==> config.mk <==
export PLATFORM = sky130hd
export DESIGN_NAME = fetch_stage
export DESIGN_NICKNAME = d
export VERILOG_FILES = /design/src/rtl/fetch_stage_pkg.sv /design/src/rtl/fetch_stage_fifo.sv /design/src/rtl/fetch_stage.sv
export SDC_FILE = /design/constraint.sdc
export NUM_CORES = 1
export LEC_CHECK = 0
export CAP_MARGIN = 30
export CORE_MARGIN = 2
export CORE_UTILIZATION = 45
export CTS_BUF_LIST = sky130_fd_sc_hd__clkbuf_8
export DETAILED_ROUTE_END_ITERATION = 7
export GPL_ROUTABILITY_DRIVEN = 0
export PLACE_DENSITY = 0.72
export REMOVE_ABC_BUFFERS = 1
export SLEW_MARGIN = 15
export SYNTH_ARGS = -nofsm -noshare
export SYNTH_HDL_FRONTEND = slang
export SYNTH_SLANG_ARGS = --single-unit
==> constraint.sdc <==
create_clock -name clk -period 14.4 [get_ports clk]
set_input_delay 2.88 -clock clk [delete_from_list [all_inputs] [get_ports clk]]
set_output_delay 2.88 -clock clk [all_outputs]
set_load 0.01 [all_outputs]
==> src/rtl/fetch_stage_pkg.sv <==
// Shared ISA definitions for the instruction fetch stage.
//   RESET_PC_DEFAULT : default first fetch address after reset
//   NOP_INSTR        : canonical NOP (addi x0, x0, 0) shown to decode when idle
//   fetch_entry_t    : one buffered fetch result {pc, instruction}
package fetch_stage_pkg;

  localparam logic [31:0] RESET_PC_DEFAULT = 32'h0000_0000;
  localparam logic [31:0] NOP_INSTR        = 32'h0000_0013;

  typedef struct packed {
    logic [31:0] pc;
    logic [31:0] instruction;
  } fetch_entry_t;

endpackage

==> src/rtl/fetch_stage_fifo.sv <==
// fetch_fifo: circular buffer holding fetched instructions for decode.
// Ports:
//   clk, rst         clock, asynchronous active-high reset
//   push, push_data  write one entry (ignored while full unless popping too)
//   pop              remove the head entry (ignored while empty)
//   flush            discard every entry; wins over push and pop
//   head             oldest entry (contents undefined while empty)
//   count            number of valid entries
//   full, empty      occupancy flags
module fetch_fifo
  import fetch_stage_pkg::*;
#(
  parameter int  DEPTH = 2,
  localparam int CNT_W = $clog2(DEPTH + 1)
) (
  input  logic             clk,
  input  logic             rst,
  input  logic             push,
  input  fetch_entry_t     push_data,
  input  logic             pop,
  input  logic             flush,
  output fetch_entry_t     head,
  output logic [CNT_W-1:0] count,
  output logic             full,
  output logic             empty
);

  localparam int PTR_W = (DEPTH > 1) ? $clog2(DEPTH) : 1;

  fetch_entry_t     mem [DEPTH];
  logic [PTR_W-1:0] wr_ptr;
  logic [PTR_W-1:0] rd_ptr;
  logic             do_push;
  logic             do_pop;

  function automatic logic [PTR_W-1:0] ptr_inc(input logic [PTR_W-1:0] p);
    return (p == PTR_W'(DEPTH - 1)) ? '0 : p + PTR_W'(1);
  endfunction

  assign full    = (count == CNT_W'(DEPTH));
  assign empty   = (count == '0);
  assign do_pop  = pop && !empty && !flush;
  // A pop in the same cycle frees the slot, so a full FIFO may still push.
  assign do_push = push && !flush && (!full || do_pop);
  assign head    = mem[rd_ptr];

  always_ff @(posedge clk or posedge rst) begin
    if (rst) begin
      wr_ptr <= '0;
      rd_ptr <= '0;
      count  <= '0;
    end else if (flush) begin
      wr_ptr <= '0;
      rd_ptr <= '0;
      count  <= '0;
    end else begin
      if (do_push) wr_ptr <= ptr_inc(wr_ptr);
      if (do_pop)  rd_ptr <= ptr_inc(rd_ptr);
      count <= count + CNT_W'(do_push) - CNT_W'(do_pop);
    end
  end

  // Storage carries data only; validity is tracked by count, so no reset.
  always_ff @(posedge clk) begin
    if (do_push) mem[wr_ptr] <= push_data;
  end

endmodule

==> src/rtl/fetch_stage.sv <==
// fetch_stage: credit-based instruction fetch with redirect and drop tracking.
// Ports:
//   clk, rst                      clock, asynchronous active-high reset
//   imem_req_valid/ready/addr     fetch request handshake to instruction memory
//   imem_rsp_valid/data           in-order responses, no back-pressure
//   redirect_valid/pc             new fetch target from later stages
//   id_valid/ready                handshake towards decode
//   id_instruction, id_pc         FIFO head (NOP / 0 when nothing is buffered)
//   fetch_fault                   last redirect target was misaligned; fetch halted
module fetch_stage
  import fetch_stage_pkg::*;
#(
  parameter logic [31:0] RESET_PC   = RESET_PC_DEFAULT,
  parameter int          FIFO_DEPTH = 2
) (
  input  logic        clk,
  input  logic        rst,
  output logic        imem_req_valid,
  input  logic        imem_req_ready,
  output logic [31:0] imem_req_addr,
  input  logic        imem_rsp_valid,
  input  logic [31:0] imem_rsp_data,
  input  logic        redirect_valid,
  input  logic [31:0] redirect_pc,
  output logic        id_valid,
  input  logic        id_ready,
  output logic [31:0] id_instruction,
  output logic [31:0] id_pc,
  output logic        fetch_fault
);

  localparam int CNT_W = $clog2(FIFO_DEPTH + 1);

  logic [31:0]      pc;
  logic [CNT_W-1:0] in_flight;
  logic [CNT_W-1:0] drop_cnt;
  logic             fault;

  logic [CNT_W-1:0] fifo_count;
  logic             fifo_full;
  logic             fifo_empty;
  fetch_entry_t     fifo_head;
  fetch_entry_t     push_entry;
  logic             push;
  logic             pop;
  logic             req_fire;
  logic [CNT_W:0]   credits_used;

  // Every buffered entry and every outstanding request holds one credit, so
  // a response always finds room in the FIFO even if decode never drains it.
  assign credits_used   = {1'b0, in_flight} + {1'b0, fifo_count};
  assign imem_req_valid = !rst && !fault && !redirect_valid && !fifo_full &&
                          (credits_used < (CNT_W + 1)'(FIFO_DEPTH));
  assign imem_req_addr  = pc;
  assign req_fire       = imem_req_valid && imem_req_ready;

  // Responses during a redirect or while stale requests drain are discarded.
  assign push = imem_rsp_valid && !redirect_valid && (drop_cnt == '0);
  assign pop  = id_valid && id_ready;

  // With no stale requests outstanding, the in-flight requests were issued
  // back to back ending at pc-4, so the oldest one (this response) was
  // fetched from pc - 4*in_flight.
  assign push_entry.pc          = pc - (32'(in_flight) << 2);
  assign push_entry.instruction = imem_rsp_data;

  fetch_fifo #(
    .DEPTH (FIFO_DEPTH)
  ) u_fifo (
    .clk       (clk),
    .rst       (rst),
    .push      (push),
    .push_data (push_entry),
    .pop       (pop),
    .flush     (redirect_valid),
    .head      (fifo_head),
    .count     (fifo_count),
    .full      (fifo_full),
    .empty     (fifo_empty)
  );

  assign id_valid       = !fifo_empty;
  assign id_instruction = fifo_empty ? NOP_INSTR : fifo_head.instruction;
  assign id_pc          = fifo_empty ? 32'h0000_0000 : fifo_head.pc;
  assign fetch_fault    = fault;

  always_ff @(posedge clk or posedge rst) begin
    if (rst) begin
      pc        <= RESET_PC;
      in_flight <= '0;
      drop_cnt  <= '0;
      fault     <= 1'b0;
    end else begin
      in_flight <= in_flight + CNT_W'(req_fire) - CNT_W'(imem_rsp_valid);
      if (redirect_valid) begin
        pc    <= redirect_pc;
        fault <= (redirect_pc[1:0] != 2'b00);
        // A response landing in the redirect cycle is already accounted for.
        drop_cnt <= in_flight - CNT_W'(imem_rsp_valid);
      end else begin
        if (req_fire) pc <= pc + 32'd4;
        if (imem_rsp_valid && (drop_cnt != '0)) drop_cnt <= drop_cnt - CNT_W'(1);
      end
    end
  end

endmodule

## Word level (Yosys, flattened, before mapping)

Memory sizes are Yosys's and may differ from the RTL's.
Cells that the tools add are included.

| word-level totals | value |
|---|---|
| register bits after elaboration | 41 |
| bits in latches | 0 |
| bits in writable memories | 128 |
| bits in read-only memories | 0 |
| input port bits | 70 |
| output and inout port bits | 99 |
| word-level logic and storage cells | 63 |
| memories kept | 1 |

| operators by class | value |
|---|---|
| add/sub/neg operators | 11 |
| multipliers | 0 |
| div/mod/pow operators | 0 |
| $lt $le $gt $ge | 1 |
| eq/ne operators | 1 |
| shift-type cells | 0 |
| muxes and demuxes | 15 |
| bitwise gates (word level) | 0 |
| reductions and logical operators | 27 |

Memory list:

| memory | depth | bits a word | rd ports | clocked after Yosys merged registers in | wr ports | line | source |
|---|---|---|---|---|---|---|---|
| u_fifo.mem | 2 | 64 | 1 | 0 | 1 | fetch_stage_fifo.sv:30 | `fetch_entry_t mem [DEPTH];` |

Operator list:

| kind | number |
|---|---|
| $mux W32 | 4 |
| $add A32 B3 Y32 const B | 1 |
| $sub A32 B4 Y32 | 1 |
| $logic_and A1 B1 Y1 | 13 |
| $reduce_bool A2 Y1 | 6 |
| $mux W1 | 8 |
| $mux W2 | 3 |
| $sub A2 B1 Y2 | 3 |
| $logic_not A1 Y1 | 5 |
| $add A2 B1 Y2 | 2 |
| $logic_not A2 Y1 | 2 |
| $add A2 B2 Y3 | 1 |
| $lt A3 B2 Y1 const B | 1 |
| $add A1 B1 Y1 const B | 2 |
| $eq A2 B2 Y1 const B | 1 |
| $sub A2 B1 Y2 const B | 1 |
| $logic_or A1 B1 Y1 | 1 |

## Longest topological paths before layout

| logic depth | value |
|---|---|
| depth in word-level cells | 10 |
| depth in mapped cells | 12 |
| mapped depth without buffers | 11 |

## By module

A second synthesis with hierarchy kept.

| second synthesis, totals | value |
|---|---|
| cell total of the unflattened synthesis | 666 |
| area, all modules | 8,420.6 sq um |

By module, submodules not included:

| module | instances | cells each | area an instance (sq um) | seq. area each (sq um) |
|---|---|---|---|---|
| fetch_fifo | 1 | 229 | 5,097.4 | 3,943.8 |
| fetch_stage | 1 | 437 | 3,323.2 | 925.9 |

## Worst setup path after synthesis

No wires, ideal clock.

| timing path | value |
|---|---|
| path kind | input -> register |
| from | in redirect_valid |
| to | mem u_fifo.mem[0][0] (netlist bit), enable pin |
| library setup time | 0.644 ns |
| data arrival time | 9.563 ns |
| required time | 13.756 ns |
| setup slack | 4.193 ns |
| stages | 4 |
| buffers on the path | 3 |
| path through | buf_6 clkbuf_1 buf_1 nor4_1 |

| between the ends | value |
|---|---|
| cells in the longest elaborated chain, start to end | 7 |
| elaborated cells on any way between the ends | 9 |
| classes of those cells | 2 x mux; 7 x reduce/logical |

Ends and longest elaborated chain:

| item | line | source |
|---|---|---|
| start, declared | fetch_stage.sv:23 | `input logic redirect_valid,` |
| $logic_not A1 Y1 (*) | fetch_stage_fifo.sv:42, fetch_stage_fifo.sv:44, fetch_stage.sv:58 |  |
| $logic_and A1 B1 Y1 (2 in a row) | fetch_stage.sv:58 | `assign push = imem_rsp_valid && !redirect_valid && (drop_cnt == '0);` |
| $logic_and A1 B1 Y1 | fetch_stage_fifo.sv:44 | `assign do_push = push && !flush && (!full \|\| do_pop);` |
| $logic_and A1 B1 Y1 (*) | fetch_stage_fifo.sv:44 |  |
| $mux W1 (*) | fetch_stage_fifo.sv:65 | `if (do_push) mem[wr_ptr] <= push_data;` |
| $mux W1 (implied by the code) (*) | fetch_stage_fifo.sv:65 |  |
| end, declared | fetch_stage_fifo.sv:30 |  |

Every way passes the cells marked *; elsewhere a longest branch is shown, timed or not.

## Final worst setup path

| timing path | value |
|---|---|
| from | in redirect_valid |
| to | out imem_req_valid |

| between the ends | value |
|---|---|
| cells in the longest elaborated chain, start to end | 4 |

Ends and longest elaborated chain:

| item | line | source |
|---|---|---|
| $logic_not A1 Y1 | fetch_stage.sv:52 | `assign imem_req_valid = !rst && !fault && !redirect_valid && !fifo_full &&` |
| $logic_and A1 B1 Y1 (3 in a row) | fetch_stage.sv:52 |  |
| end, declared | fetch_stage.sv:18 | `output logic imem_req_valid,` |

No other way between the ends.

==> report_table.html <==
<table>
<tr><th>Metric</th><th>Value</th></tr>
<tr><th colspan="2">Synth</th></tr>
<tr><td>Synth Area in Compound Gates</td><td>3.59%</td></tr>
<tr><td>Xor and xnor area share after synthesis</td><td>5.37%</td></tr>
<tr><td>Portion of the post-synthesis area used by sequential elements</td><td>62.2%</td></tr>
<tr><td>Mapped Avg Cell Area</td><td>12.2 um^2</td></tr>
<tr><td>Portion of netlist area occupied by mux cells</td><td>9.28%</td></tr>
<tr><td>Ys Warns</td><td>0</td></tr>
<tr><td>Dominant combinational cell family by area after synthesis</td><td>simple AND/OR/NAND/NOR gates</td></tr>
<tr><td>Count of unique library cells instantiated by Yosys</td><td>47</td></tr>
<tr><td>Number of standard cells after synthesis</td><td>641</td></tr>
<tr><td>Number of enable flip-flop cells after synthesis</td><td>128</td></tr>
<tr><td>Synthesized flop and latch total</td><td>169</td></tr>
<tr><td>Fraction of registers with async set/reset</td><td>24.3%</td></tr>
<tr><td>Post-synthesis share of cell area spent on full adders, half adders and majority gates</td><td>1.95%</td></tr>
<tr><td>Most used DFF post-synth</td><td>sky130_fd_sc_hd__edfxtp_1</td></tr>
<tr><td>Area of the mapped netlist</td><td>7830 um^2</td></tr>
<tr><td>Fraction of the mapped netlist area in simple logic gates</td><td>14.4%</td></tr>
<tr><th colspan="2">CTS</th></tr>
<tr><td>PostCTS Resize Cnt</td><td>0</td></tr>
<tr><td>Later-pin clock latency in the skew report</td><td>0.45 ns</td></tr>
<tr><td>Maximum clock path buffer count</td><td>2</td></tr>
<tr><td>Clock transition time at the flip-flop clock pins of the worst setup and hold paths</td><td>0.09 ns</td></tr>
<tr><td>CTS tree</td><td>yes</td></tr>
<tr><td>Number of buffers inserted to repair setup after CTS</td><td>0</td></tr>
<tr><td>Number of buffers created by CTS</td><td>17</td></tr>
<tr><td>Number of clock sinks seen by CTS</td><td>169</td></tr>
<tr><td>Post-CTS Hold Buffers</td><td>0</td></tr>
<tr><td>Maximum level of the CTS H-tree</td><td>4</td></tr>
<tr><td>Root Buffer</td><td>sky130_fd_sc_hd__clkbuf_8</td></tr>
<tr><th colspan="2">Detailed routing</th></tr>
<tr><td>Average via count per standard cell</td><td>5.21</td></tr>
<tr><td>Number of detailed-routing iterations run before antenna repair</td><td>5</td></tr>
<tr><td>Post-route DRC</td><td>0</td></tr>
<tr><td>DR vias</td><td>5346</td></tr>
<tr><td>Routed WL</td><td>17.6 mm</td></tr>
<tr><td>Post-DRT Antenna Nets</td><td>0</td></tr>
<tr><td>DRC marker count from the first detailed-route iteration</td><td>281</td></tr>
<tr><td>Routed wire length per instance</td><td>17.1 um</td></tr>
<tr><th colspan="2">Pwr</th></tr>
<tr><td>Power Dens Cells</td><td>131 nW/um^2</td></tr>
<tr><td>Maximum vdd ir drop</td><td>0.0681 mV</td></tr>
<tr><td>Leakage dissipation</td><td>3.47 nW</td></tr>
<tr><th colspan="2">Final layout</th></tr>
<tr><td>Number of nets in the layout</td><td>870</td></tr>
<tr><td>Summed area of non-filler cells in the final layout</td><td>10000 um^2</td></tr>
<tr><td>Fraction of layout cells with a size suffix above 1</td><td>6.48%</td></tr>
<tr><td>Area grow syn2layout</td><td>28.1%</td></tr>
<tr><td>Antenna diode count</td><td>0</td></tr>
<tr><td>Post-route core utilization</td><td>58.4%</td></tr>
<tr><th colspan="2">Setup path</th></tr>
<tr><td>Cells traversed along the worst timing path</td><td>buf_2, buf_4, or4_4, nor3_1, clkdlybuf4s50_1</td></tr>
<tr><td>Critical Path Fanout Max</td><td>64</td></tr>
<tr><td>Gate family responsible for the most delay along the worst path</td><td>buffers and inverters</td></tr>
<tr><td>Required time of the worst setup path</td><td>11.52 ns</td></tr>
<tr><td>CP max stage cell</td><td>sky130_fd_sc_hd__or4_4</td></tr>
<tr><td>Category of the worst setup path launch point</td><td>input port</td></tr>
<tr><td>Worst Path Buf+Inv</td><td>3</td></tr>
<tr><td>Arr. time, crit path</td><td>4.63 ns</td></tr>
<tr><td>Type of element capturing the critical path</td><td>output pin</td></tr>
<tr><td>Type of the worst setup path</td><td>input port to output pin</td></tr>
<tr><td>Delay of the slowest cell on the worst path</td><td>0.58 ns</td></tr>
<tr><th colspan="2">STA</th></tr>
<tr><td>Fraction of the cycle the final worst path needs</td><td>52.2%</td></tr>
<tr><td>Final setup fails</td><td>0</td></tr>
<tr><td>Shortest period the worst path allows</td><td>7.51 ns</td></tr>
<tr><td>Accumulated negative setup slack</td><td>0 ns</td></tr>
<tr><td>Maximum clock skew at final layout</td><td>0.0140 ns</td></tr>
<tr><td>Worst-margin pin slew</td><td>0.919 ns</td></tr>
<tr><td>Fmax achieved</td><td>0.133 GHz</td></tr>
<tr><td>Worst rel slew slack</td><td>38.7%</td></tr>
<tr><td>Setup repair after global routing missed its margin</td><td>no</td></tr>
<tr><td>Final max-slew violation count</td><td>0</td></tr>
<tr><td>Smallest setup slack after layout</td><td>6.89 ns</td></tr>
<tr><td>Hold Fails Final Rpt</td><td>0</td></tr>
<tr><th colspan="2">Global route</th></tr>
<tr><td>GRT Overall Usage</td><td>19.3%</td></tr>
<tr><td>Maximum number of pins on one net before global-route repair</td><td>65</td></tr>
<tr><td>Global-route wire length before repair</td><td>27.3 mm</td></tr>
<tr><td>Residual overflow from global routing</td><td>0</td></tr>
<tr><td>Number of global-route vias before repair</td><td>5344</td></tr>
<tr><td>Number of antenna violations at the first check in global routing</td><td>0</td></tr>
<tr><th colspan="2">Floorplanning</th></tr>
<tr><td>Horiz. Die Dim</td><td>136 um</td></tr>
<tr><td>Initial cell density of the core</td><td>45.6%</td></tr>
<tr><td>Core box area</td><td>17200 um^2</td></tr>
<tr><td>Die Outline Area</td><td>18500 um^2</td></tr>
<tr><td>Die outline height</td><td>136 um</td></tr>
<tr><td>Row count</td><td>48</td></tr>
<tr><td>Ports placed on the boundary</td><td>169</td></tr>
<tr><th colspan="2">Place</th></tr>
<tr><td>Worst setup timing slack at the placement stage</td><td>6.88 ns</td></tr>
<tr><td>IO Port Bufs</td><td>168</td></tr>
<tr><td>Detailed Place HPWL</td><td>12.0 mm</td></tr>
<tr><td>Instance area at placement</td><td>9680 um^2</td></tr>
<tr><th colspan="2">Job</th></tr>
<tr><td>MaxCap Viol Count</td><td>0</td></tr>
<tr><th colspan="2">Status</th></tr>
<tr><td>Status</td><td>finished clean</td></tr>
<tr><th colspan="2">Hold path</th></tr>
<tr><td>Classification of the worst-slack hold path</td><td>flop to flop</td></tr>
</table>
-- worst paths after layout --
check                      depth (start not counted)                          from  slack (ns)                       endpoint
min in group asynchronous                          3                           rst        2.88      u_fifo.count[0]$_DFF_PP0_
hold / removal                                     0  imem_req_addr[0]$_DFFE_PP0P_        0.51    u_fifo.mem[1][32]$_DFFE_PP_
max in group asynchronous                          3                           rst       11.09      u_fifo.rd_ptr$_DFFE_PP0P_
hold reg to reg                                    0  imem_req_addr[0]$_DFFE_PP0P_        0.51    u_fifo.mem[1][32]$_DFFE_PP_
setup / recovery                                   5                redirect_valid        6.89                 imem_req_valid
setup reg to reg                                  10     u_fifo.count[0]$_DFF_PP0_       10.71  imem_req_addr[29]$_DFFE_PP0P_
-- flip-flops by register name, summed over array words and instances (netlist names) --
| name | count |
|---|---|
| u_fifo.mem | 128 |
| imem_req_addr | 32 |
| drop_cnt | 2 |
| in_flight | 2 |
| u_fifo.count | 2 |
| fetch_fault | 1 |
| u_fifo.rd_ptr | 1 |
| u_fifo.wr_ptr | 1 |
-- final cells by class --
type                            instances  area [um^2]
Timing Repair Buffer                  175         1730
Clock buffer                           17          234
Fill cell                            1465         7140
Multi-Input combinational cell        409         2730
Inverter                               17         63.8
Sequential cell                       169         4870
Tap cell                              225          282
Clock inverter                         15          126
-- placed cells by master, fill, tap and decap left out, types with 5 or more instances in the layout --
master | Yosys | routed
sky130_fd_sc_hd__mux2i_1 | 67 | 67
sky130_fd_sc_hd__clkdlybuf4s50_1 | 0 | 167
sky130_fd_sc_hd__inv_1 | 16 | 15
sky130_fd_sc_hd__buf_4 | 2 | 7
sky130_fd_sc_hd__ha_1 | 9 | 9
sky130_fd_sc_hd__o21ai_0 | 21 | 21
sky130_fd_sc_hd__clkbuf_8 | 0 | 17
sky130_fd_sc_hd__nand3_1 | 15 | 15
sky130_fd_sc_hd__edfxtp_1 | 128 | 128
sky130_fd_sc_hd__a21oi_1 | 5 | 5
sky130_fd_sc_hd__nor4_1 | 11 | 10
sky130_fd_sc_hd__dfrtp_1 | 41 | 40
sky130_fd_sc_hd__xor2_1 | 24 | 24
sky130_fd_sc_hd__nand2_1 | 49 | 49
sky130_fd_sc_hd__nor2_1 | 93 | 92
sky130_fd_sc_hd__or4_1 | 6 | 6
sky130_fd_sc_hd__mux2_2 | 5 | 5
sky130_fd_sc_hd__xnor2_1 | 24 | 24
sky130_fd_sc_hd__nor3_1 | 14 | 14
sky130_fd_sc_hd__nand4_1 | 12 | 12
-- kinds of logic after synthesis --
logic type / after synthesis
AND/OR/NAND/NOR: 234
multiplexers: 72
AO/OA/AOI/OAI: 44
XOR/XNOR: 48
buffers and inverters: 63
adder cells (fa/ha/maj): 11
flip-flops: 169
-- metrics by stage --
stage	power, mW	instances	hold WS (ns)
finish	1.31	1027	0.510
detailed placement	1.02	995	0.486
floorplan	0.833	595	0.504
global placement	1.01	995	0.475
global route	1.38	1027	0.537
CTS	1.33	1027	0.510
-- metal layers --
layer,up-vias,wire [um],track usage [%]
met5,-,0,0
met4,0,197,5.73
met3,18,1080,4.06
met2,152,8620,32.6
met1,2595,7700,25.1
li1,2581,-,-
-- cells in the mapped netlist (4+ instances only) --
| library cell | instances | area, um^2 |
|---|---|---|
| sky130_fd_sc_hd__nand4_1 | 12 | 75.1 |
| sky130_fd_sc_hd__nor2b_1 | 4 | 25.0 |
| sky130_fd_sc_hd__nor4_1 | 11 | 68.8 |
| sky130_fd_sc_hd__o21ai_0 | 21 | 105 |
| sky130_fd_sc_hd__nand3_1 | 15 | 75.1 |
| sky130_fd_sc_hd__a21oi_1 | 5 | 25.0 |
| sky130_fd_sc_hd__dfrtp_1 | 41 | 1030 |
| sky130_fd_sc_hd__ha_1 | 9 | 113 |
| sky130_fd_sc_hd__mux2_2 | 5 | 56.3 |
| sky130_fd_sc_hd__clkbuf_1 | 36 | 135 |
| sky130_fd_sc_hd__xor2_1 | 24 | 210 |
| sky130_fd_sc_hd__inv_1 | 16 | 60.1 |
| sky130_fd_sc_hd__edfxtp_1 | 128 | 3840 |
| sky130_fd_sc_hd__and2_1 | 5 | 31.3 |
| sky130_fd_sc_hd__mux2i_1 | 67 | 671 |
| sky130_fd_sc_hd__buf_1 | 6 | 22.5 |
| sky130_fd_sc_hd__nand2b_1 | 4 | 25.0 |
| sky130_fd_sc_hd__nor3_1 | 14 | 70.1 |
| sky130_fd_sc_hd__nand2_1 | 49 | 184 |
| sky130_fd_sc_hd__nor2_1 | 93 | 349 |
| sky130_fd_sc_hd__and4_1 | 4 | 35.0 |
| sky130_fd_sc_hd__and3_1 | 4 | 25.0 |
| sky130_fd_sc_hd__or4_1 | 6 | 45.0 |
| sky130_fd_sc_hd__xnor2_1 | 24 | 210 |
-- where the power goes --
group | total (mW) | internal [mW] | switching (mW)
clock network | 0.310 | 0.136 | 0.174
registers | 0.623 | 0.579 | 0.0435
logic | 0.377 | 0.193 | 0.184
-- worst reg2reg max path: cells and delay by family, from the launching register on --
family | cells | cell delay (ns)
buffers and inverters | 3 | 0.55
and+or+nand+nor | 6 | 2.22
adders and majority gates | 1 | 0.44
DFF | 1 | 0.43
Power figures use the tool's default switching activity.
